File: src/rtl/prog_run_ctrl.sv
// Run/halt sequencer for the 3BC program counter: clears the PC on Start, advances it
// every RUN cycle, holds it through stalls and stops on halt or watchdog timeout.
module prog_run_ctrl #(
    parameter int unsigned CYC_W     = 16,
    parameter int unsigned STALL_CYC = 2,
    parameter int unsigned MAX_CYC   = 60000
) (
    input  logic             Clk,
    input  logic             Reset,
    input  logic             Start,
    input  logic             HaltDec,
    input  logic             StallReq,
    input  logic             BranchDec,
    output logic             PcEn,
    output logic             PcClr,
    output logic             PcBranchEn,
    output logic             Busy,
    output logic             Done,
    output logic             TimeoutErr,
    output logic [CYC_W-1:0] CycleCnt,
    output logic [CYC_W-1:0] InstrCnt
);

    localparam int unsigned STALL_W = 4;
    localparam logic [CYC_W-1:0]   WD_LAST    = CYC_W'(MAX_CYC - 1);
    localparam logic [STALL_W-1:0] STALL_LOAD = STALL_W'(STALL_CYC);
    localparam logic [STALL_W-1:0] STALL_LAST = STALL_W'(1);

    typedef enum logic [2:0] {
        S_IDLE  = 3'd0,
        S_CLEAR = 3'd1,
        S_RUN   = 3'd2,
        S_STALL = 3'd3,
        S_DONE  = 3'd4
    } state_t;

    state_t             state;
    state_t             state_nxt;
    logic [STALL_W-1:0] stall_cnt;
    logic               resume;

    logic wd_hit;
    logic start_acc;
    logic retire;
    logic run_adv;
    logic wd_exit;
    logic stall_load;
    logic resume_set;
    logic counting;

    assign wd_hit   = (CycleCnt == WD_LAST);
    assign counting = (state == S_RUN) || (state == S_STALL);

    // State register
    always_ff @(posedge Clk) begin
        if (Reset) begin
            state <= S_IDLE;
        end else begin
            state <= state_nxt;
        end
    end

    // Next state and per-cycle event strobes; RUN rules are first-match priority
    always_comb begin
        state_nxt  = state;
        start_acc  = 1'b0;
        retire     = 1'b0;
        run_adv    = 1'b0;
        wd_exit    = 1'b0;
        stall_load = 1'b0;
        resume_set = 1'b0;
        case (state)
            S_IDLE, S_DONE: begin
                if (Start) begin
                    start_acc = 1'b1;
                    state_nxt = S_CLEAR;
                end
            end
            S_CLEAR: begin
                state_nxt = S_RUN;
            end
            S_RUN: begin
                if (HaltDec) begin
                    retire    = 1'b1;
                    state_nxt = S_DONE;
                end else if (wd_hit) begin
                    wd_exit   = 1'b1;
                    state_nxt = S_DONE;
                end else if (StallReq && !resume) begin
                    stall_load = 1'b1;
                    state_nxt  = S_STALL;
                end else begin
                    retire  = 1'b1;
                    run_adv = 1'b1;
                end
            end
            S_STALL: begin
                if (wd_hit) begin
                    wd_exit   = 1'b1;
                    state_nxt = S_DONE;
                end else if (stall_cnt == STALL_LAST) begin
                    resume_set = 1'b1;
                    state_nxt  = S_RUN;
                end
            end
            default: begin
                state_nxt = S_IDLE;
            end
        endcase
    end

    // Outputs: PC enables are Mealy on the decode inputs, the rest decode registered state
    always_comb begin
        PcEn       = 1'b0;
        PcClr      = 1'b0;
        Busy       = 1'b0;
        Done       = 1'b0;
        case (state)
            S_CLEAR: begin
                PcClr = 1'b1;
                Busy  = 1'b1;
            end
            S_RUN: begin
                Busy = 1'b1;
                PcEn = !HaltDec && !wd_hit && !(StallReq && !resume);
            end
            S_STALL: begin
                Busy = 1'b1;
            end
            S_DONE: begin
                Done = 1'b1;
            end
            default: begin
                PcEn = 1'b0;
            end
        endcase
        PcBranchEn = BranchDec & PcEn;
    end

    // Run counters and timeout flag; cleared when a new run is accepted
    always_ff @(posedge Clk) begin
        if (Reset) begin
            CycleCnt   <= '0;
            InstrCnt   <= '0;
            TimeoutErr <= 1'b0;
        end else if (start_acc) begin
            CycleCnt   <= '0;
            InstrCnt   <= '0;
            TimeoutErr <= 1'b0;
        end else begin
            if (counting && (CycleCnt != '1)) begin
                CycleCnt <= CycleCnt + CYC_W'(1);
            end
            if (retire && (InstrCnt != '1)) begin
                InstrCnt <= InstrCnt + CYC_W'(1);
            end
            if (wd_exit) begin
                TimeoutErr <= 1'b1;
            end
        end
    end

    // Stall hold counter and the one-cycle StallReq mask after a stall
    always_ff @(posedge Clk) begin
        if (Reset) begin
            stall_cnt <= '0;
            resume    <= 1'b0;
        end else begin
            if (stall_load) begin
                stall_cnt <= STALL_LOAD;
            end else if (state == S_STALL) begin
                stall_cnt <= stall_cnt - STALL_W'(1);
            end
            if (state == S_CLEAR || run_adv) begin
                resume <= 1'b0;
            end else if (resume_set) begin
                resume <= 1'b1;
            end
        end
    end

endmodule
File: config.mk
export PLATFORM = sky130hd
export DESIGN_NAME = prog_run_ctrl
export DESIGN_NICKNAME = d
export VERILOG_FILES = /design/src/rtl/prog_run_ctrl.sv
export SDC_FILE = /design/constraint.sdc
export NUM_CORES = 1
export LEC_CHECK = 0
export BUFFER_PORTS_ARGS = -buffer_cell sky130_fd_sc_hd__buf_4
export CORE_ASPECT_RATIO = 1.75
export CORE_MARGIN = 4
export CORE_UTILIZATION = 40
export DETAILED_ROUTE_END_ITERATION = 12
export SYNTH_ARGS = -nofsm -noshare
export SYNTH_HDL_FRONTEND = slang
export SYNTH_SLANG_ARGS = --single-unit
File: constraint.sdc
create_clock -name Clk -period 3.9 [get_ports Clk]
set_input_delay 0.39 -clock Clk [delete_from_list [all_inputs] [get_ports Clk]]
set_output_delay 0.39 -clock Clk [all_outputs]
set_load 0.05 [all_outputs]
Word-level counts from Yosys, hierarchy flattened
Index checks and enable logic that the tools add are counted.
Widths: inputs -> output; s select.
{"block": "totals", "word_cells": 72, "ff_bits": 41, "out_inout_bits": 38, "input_bits": 6}
{"block": "op_classes", "n_addsub": 3, "eq_ne": 11, "muxes": 31, "bitwise": 1, "n_reduce_logical": 19}
{"cell": "$add 16x1->16 const B", "count": 2}
{"cell": "$ne 16x16->1 const B", "count": 2}
{"cell": "$mux 1", "count": 21}
{"cell": "$mux 3", "count": 6}
{"cell": "$eq 16x16->1 const B", "count": 1}
{"cell": "$pmux 3 s4", "count": 1}
{"cell": "$reduce_or 2->1", "count": 4}
{"cell": "$eq 3x2->1 const B", "count": 2}
{"cell": "$logic_and 1x1->1", "count": 5}
{"cell": "$eq 4x1->1 const B", "count": 1}
{"cell": "$logic_not 1->1", "count": 4}
{"cell": "$mux 2", "count": 2}
{"cell": "$ne 4x3->1 const B", "count": 1}
{"cell": "$sub 4x1->4 const B", "count": 1}
{"cell": "$eq 3x1->1 const B", "count": 1}
{"cell": "$eq 3x3->1 const B", "count": 1}
{"cell": "$logic_not 3->1", "count": 1}
{"cell": "$ne 3x2->1 const B", "count": 1}
{"cell": "$reduce_and 3->1", "count": 1}
{"cell": "$reduce_or 3->1", "count": 1}
{"cell": "$logic_or 1x1->1", "count": 2}
{"cell": "$ne 2x2->1 const B", "count": 1}
{"cell": "$pmux 1 s2", "count": 1}
{"cell": "$reduce_bool 2->1", "count": 1}
{"cell": "$and 1x1->1", "count": 1}

Logic depth before layout (Yosys ltp)
{"block": "depth", "word_depth": 8, "mapped_depth": 7, "depth_no_buf": 6}

Worst setup path before layout
Ideal clock, no wire load.
{"block": "synth_timing", "path_type": "register -> output", "startpoint": "reg CycleCnt[0]", "endpoint": "out PcBranchEn", "stages_incl_launch_ff": 7, "slack_ps": 1209, "t_required_ps": 3510, "n_path_buf": 0, "arrival_ps": 2301, "cell_sequence": "dfxtp_1 -> ha_1 -> nand4_1 -> or4_4 -> and3_4 -> nor2b_4 -> and2_1"}
{"block": "synth_between", "elab_chain_len": 6}
{"item": "start: declaration", "line": "20", "text": "output logic [CYC_W-1:0] CycleCnt,"}
{"item": "start signal: assignment", "line": "152", "text": "CycleCnt <= CycleCnt + CYC_W'(1);"}
{"item": "$eq 16x16->1", "line": "51", "text": "assign wd_hit = (CycleCnt == WD_LAST);"}
{"item": "$logic_not 1->1", "line": "125", "text": "PcEn = !HaltDec && !wd_hit && !(StallReq && !resume);"}
{"item": "$logic_and 1x1->1 (2 in series)", "line": "125"}
{"item": "$mux 1", "line": "118", "text": "case (state)"}
{"item": "named net PcEn", "line": "14", "text": "output logic PcEn,"}
{"item": "$and 1x1->1", "line": "137", "text": "PcBranchEn = BranchDec & PcEn;"}
{"item": "end: declaration", "line": "16", "text": "output logic PcBranchEn,"}
The timed path passes the listed nets, and every way through them passes these cells.

Worst setup path in the final report
{"block": "layout_timing", "startpoint": "reg CycleCnt[0]", "endpoint": "out PcBranchEn"}
{"block": "layout_between", "elab_chain_len": 6}
{"item": "$eq 16x16->1", "line": "51"}
{"item": "$logic_not 1->1", "line": "125"}
{"item": "$logic_and 1x1->1 (2 in series)", "line": "125"}
{"item": "$mux 1", "line": "118"}
{"item": "$and 1x1->1", "line": "137"}
Every way passes these cells.

==> Implementation_results.wiki <==
{| class="wikitable"
! Metric !! Value
|-
| Core Rows || 35
|-
| Share of cells above drive strength 1 || 0.218
|-
| Arrival time of data at the critical path endpoint || 2340 ps
|-
| Switching fraction of total power || 0.269
|-
| Number of synthesized flops with an enable pin || 0
|-
| Initial standard-cell utilization of the core || 0.413
|-
| Number of instances on the worst hold path || 2
|-
| Synth area leaders || sky130_fd_sc_hd__dfxtp_1 38%, sky130_fd_sc_hd__xnor2_1 5.2%, sky130_fd_sc_hd__a21oi_1 4.6%
|-
| Share of total power in the clock network || 0.371
|-
| Cells after DPL || 345
|-
| CP max-delay cell || sky130_fd_sc_hd__or4_4
|-
| Result of the run || completed
|-
| H-tree level count || 2
|-
| Kind of end point of the critical path || output port
|-
| Slew margin rel. || 0.306
|-
| Minimum period implied by the final worst setup slack || 2730 ps
|-
| Cell-internal power || 0.000615 W
|-
| Global-route wire length before repair || 9120 um
|-
| Die Y || 105 um
|-
| Post-DRT Antenna Nets || 0
|-
| Worst-path maximum fanout || 5
|-
| Std-Cell Core Area || 0.00526 sq mm
|-
| Net switching power || 0.000226 W
|-
| Max VDD drop || 0.000186 V
|-
| Count of endpoints failing setup in the final report || 0
|-
| Cell class contributing the biggest share of worst-path delay || simple AND/OR/NAND/NOR gates
|-
| Post-detailed-route DRC marker count || 0
|-
| Vias per std cell || 5.90
|-
| Cells on worst reg2reg path || 6
|-
| Leakage power figure || 0.906 nW
|-
| Sequence of cells on the critical path || ha_1 > nand4_1 > or4_4 > and3_4 > nor2b_4 > and2_1 > buf_4
|-
| DP Wirelength || 4000 um
|-
| Net count reported at finish || 307
|-
| Fraction of post-synthesis cell area in the top cell type by area || 0.378
|-
| Clock-pin slew on the worst setup and hold paths || 90 ps
|-
| Top library cells by usage in the layout, fill and taps aside || 44 x sky130_fd_sc_hd__buf_4, 41 x sky130_fd_sc_hd__dfxtp_1, 26 x sky130_fd_sc_hd__nor2_1
|-
| Final Hold Violating Endpoints || 0
|-
| Final sum of negative setup slack || 0 ps
|-
| Total routed wirelength || 5480 um
|-
| Post-Syn Instances || 256
|-
| Iteration count of the initial detailed-routing pass || 4
|-
| Global-route total usage across every layer || 0.166
|-
| Count of placed standard cells in the final layout, fillers left out || 353
|-
| Number of clock buffers inserted by TritonCTS || 5
|-
| Die width || 63.7 um
|-
| Synth Area per Inst || 8.47 sq um
|-
| Number of buffers added to fix hold violations after cts || 0
|-
| I/O pin count || 44
|-
| Predominant post-synthesis flop cell || sky130_fd_sc_hd__dfxtp_1
|-
| Most common cell after layout, fill and taps aside || sky130_fd_sc_hd__buf_4
|-
| R2R Path Start || InstrCnt[0]$_SDFFE_PP0P_
|-
| Clock Latency Late Sink || 300 ps
|-
| Clk root buf || sky130_fd_sc_hd__clkbuf_8
|-
| Cell Pwr Density || 321 mW/mm^2
|-
| Overflow left after global routing || 0
|-
| Detailed router's first-iteration violation count || 184
|-
| Via count || 2083
|-
| Share of synthesized flip-flops with an asynchronous set or reset || 0
|-
| Clock tree skew after final layout || 8.92 ps
|-
| Total Die Area || 0.00671 sq mm
|-
| Portion of total power attributed to sequential cells || 0.516
|-
| Yosys warning total || 0
|-
| Tightest Pin Transition || 1040 ps
|-
| Routed wirelength normalized by instance count || 15.5 um
|-
| TritonCTS clock tree || built
|-
| Count of different cell masters after synthesis || 49
|-
| Worst setup path class || flop to output port
|-
| Beginning of the worst hold path || Reset
|-
| Post-CTS setup-driven buffer insertion count || 0
|-
| Critical path data required time || 3510 ps
|-
| Number of max-slew violations in the final report || 0
|-
| Combinational Power Share || 0.113
|-
| Growth of design area from synthesis to finish || 20.6%
|-
| Kind of path behind the tightest hold check || primary input to flop
|-
| Flip-flop and latch count after synthesis || 41
|-
| Port Buf Inserts || 43
|-
| Reg2Reg Setup Slack || 1520 ps
|-
| Ratio of final minimum period to clock period || 0.700
|-
| Net count of the mapped netlist || 266
|-
| Cell accounting for the most synthesized area || sky130_fd_sc_hd__dfxtp_1
|-
| Largest net degree at the start of global routing || 31
|-
| Filler cell count || 551
|-
| Clock buffer depth || 2
|-
| Reg-to-reg critical path endpoint || InstrCnt[5]$_SDFFE_PP0P_
|-
| Critical path startpoint category || flop
|-
| RePlAce Congestion || 0.786
|-
| Antenna diode count || 0
|-
| Max-cap violation count || 0
|-
| Setup repair after global routing missed its margin || no
|-
| Number of global-route vias before repair || 1970
|-
| CP Buf/Inv Count || 1
|-
| Maximum single-stage delay on the critical path || 490 ps
|-
| Post-cts gate resize count || 0
|-
| Clock Sinks || 41
|-
| Initial antenna violation count || 0
|-
| Synthesized cell area || 0.00217 sq mm
|-
| Max Fclk || 0.366 GHz
|-
| Sequential-to-total area share from yosys stat || 0.378
|-
| Endpoint, Worst Hold || resume$_SDFFE_PP0P_
|}
synth_stat cells, drive strengths merged (4+ instances only):
cell type	instances
o21ai	12
nor2	27
a21oi	20
buf	7
dfxtp	41
xnor2	13
or3	9
a31oi	6
nand2	21
and3	4
o31ai	7
nand3	9
or4	9
nor3	9
nor4	11
ha	4
nand4	10
nand2b	4
stage by stage:
step	util	instance area, sq um	setup WS (ps)	power [W]	hold WS, ps
6_report	0.498	2620	1170	0.000840	331
5_1_grt	0.498	2620	1060	0.000873	328
4_1_cts	0.498	2620	1150	0.000849	325
3_5_place_dp	0.479	2520	1480	0.000538	486
3_3_place_gp	0.479	2520	1490	0.000539	482
2_1_floorplan	-	2170	1210	0.000513	485
layout make-up:
cell class | count | area, sq um | share of cell area
Sequential cell | 41 | 821 | 0.314
Tap cell | 55 | 68.8 | 0.0263
Inverter | 3 | 11.3 | 0.00430
Multi-Input combinational cell | 202 | 1280 | 0.491
Clock inverter | 1 | 5.00 | 0.00191
Clock buffer | 7 | 96.3 | 0.0368
Timing Repair Buffer | 44 | 330 | 0.126
power by group through the flow:
stage / Sequential [W] / Clock [W] / Combinational, W
global placement: 0.000443 / 0 / 0.0000958
detailed placement: 0.000443 / 0 / 0.0000955
global route: 0.000435 / 0.000335 / 0.000103
floorplan: 0.000442 / 0 / 0.0000710
CTS: 0.000433 / 0.000320 / 0.0000957
finish: 0.000433 / 0.000312 / 0.0000949
cell families (layout without fill, tap and decap cells):
kind of cell	Yosys count	after routing	share of synthesized area
DFF	41	41	0.378
AOI/OAI and AO/OA	56	56	0.166
and+or+nand+nor	126	126	0.339
buffers and inverters	13	55	0.0294
adders and majority gates	4	4	0.0231
muxes	1	1	0.00461
xor gates and xnor gates	15	15	0.0606
state kept, by name, indices dropped and copies added, names as in the netlist:
register and count:
state 3, resume 1, InstrCnt 16, CycleCnt 16, TimeoutErr 1, stall_cnt 4
layer usage:
metal,up-vias,GRT usage,share of wire
li1,1039,-,-
met1,972,0.182,0.40
met2,61,0.306,0.53
met3,11,0.0352,0.051
met4,0,0.0603,0.019
met5,-,0,0
how the worst max path moves through the flow:
stage                        startpoint  slack (ps)    endpoint  cells after the start
6_report       CycleCnt[0]$_SDFFE_PP0P_        1170  PcBranchEn                      7
5_1_grt        CycleCnt[0]$_SDFFE_PP0P_        1060  PcBranchEn                      7
4_1_cts        CycleCnt[0]$_SDFFE_PP0P_        1150  PcBranchEn                      7
3_5_place_dp   CycleCnt[0]$_SDFFE_PP0P_        1480  PcBranchEn                      7
3_3_place_gp   CycleCnt[0]$_SDFFE_PP0P_        1490  PcBranchEn                      7
2_1_floorplan  CycleCnt[0]$_SDFFE_PP0P_        1210  PcBranchEn                      6
(Power assumes the default switching activity.)
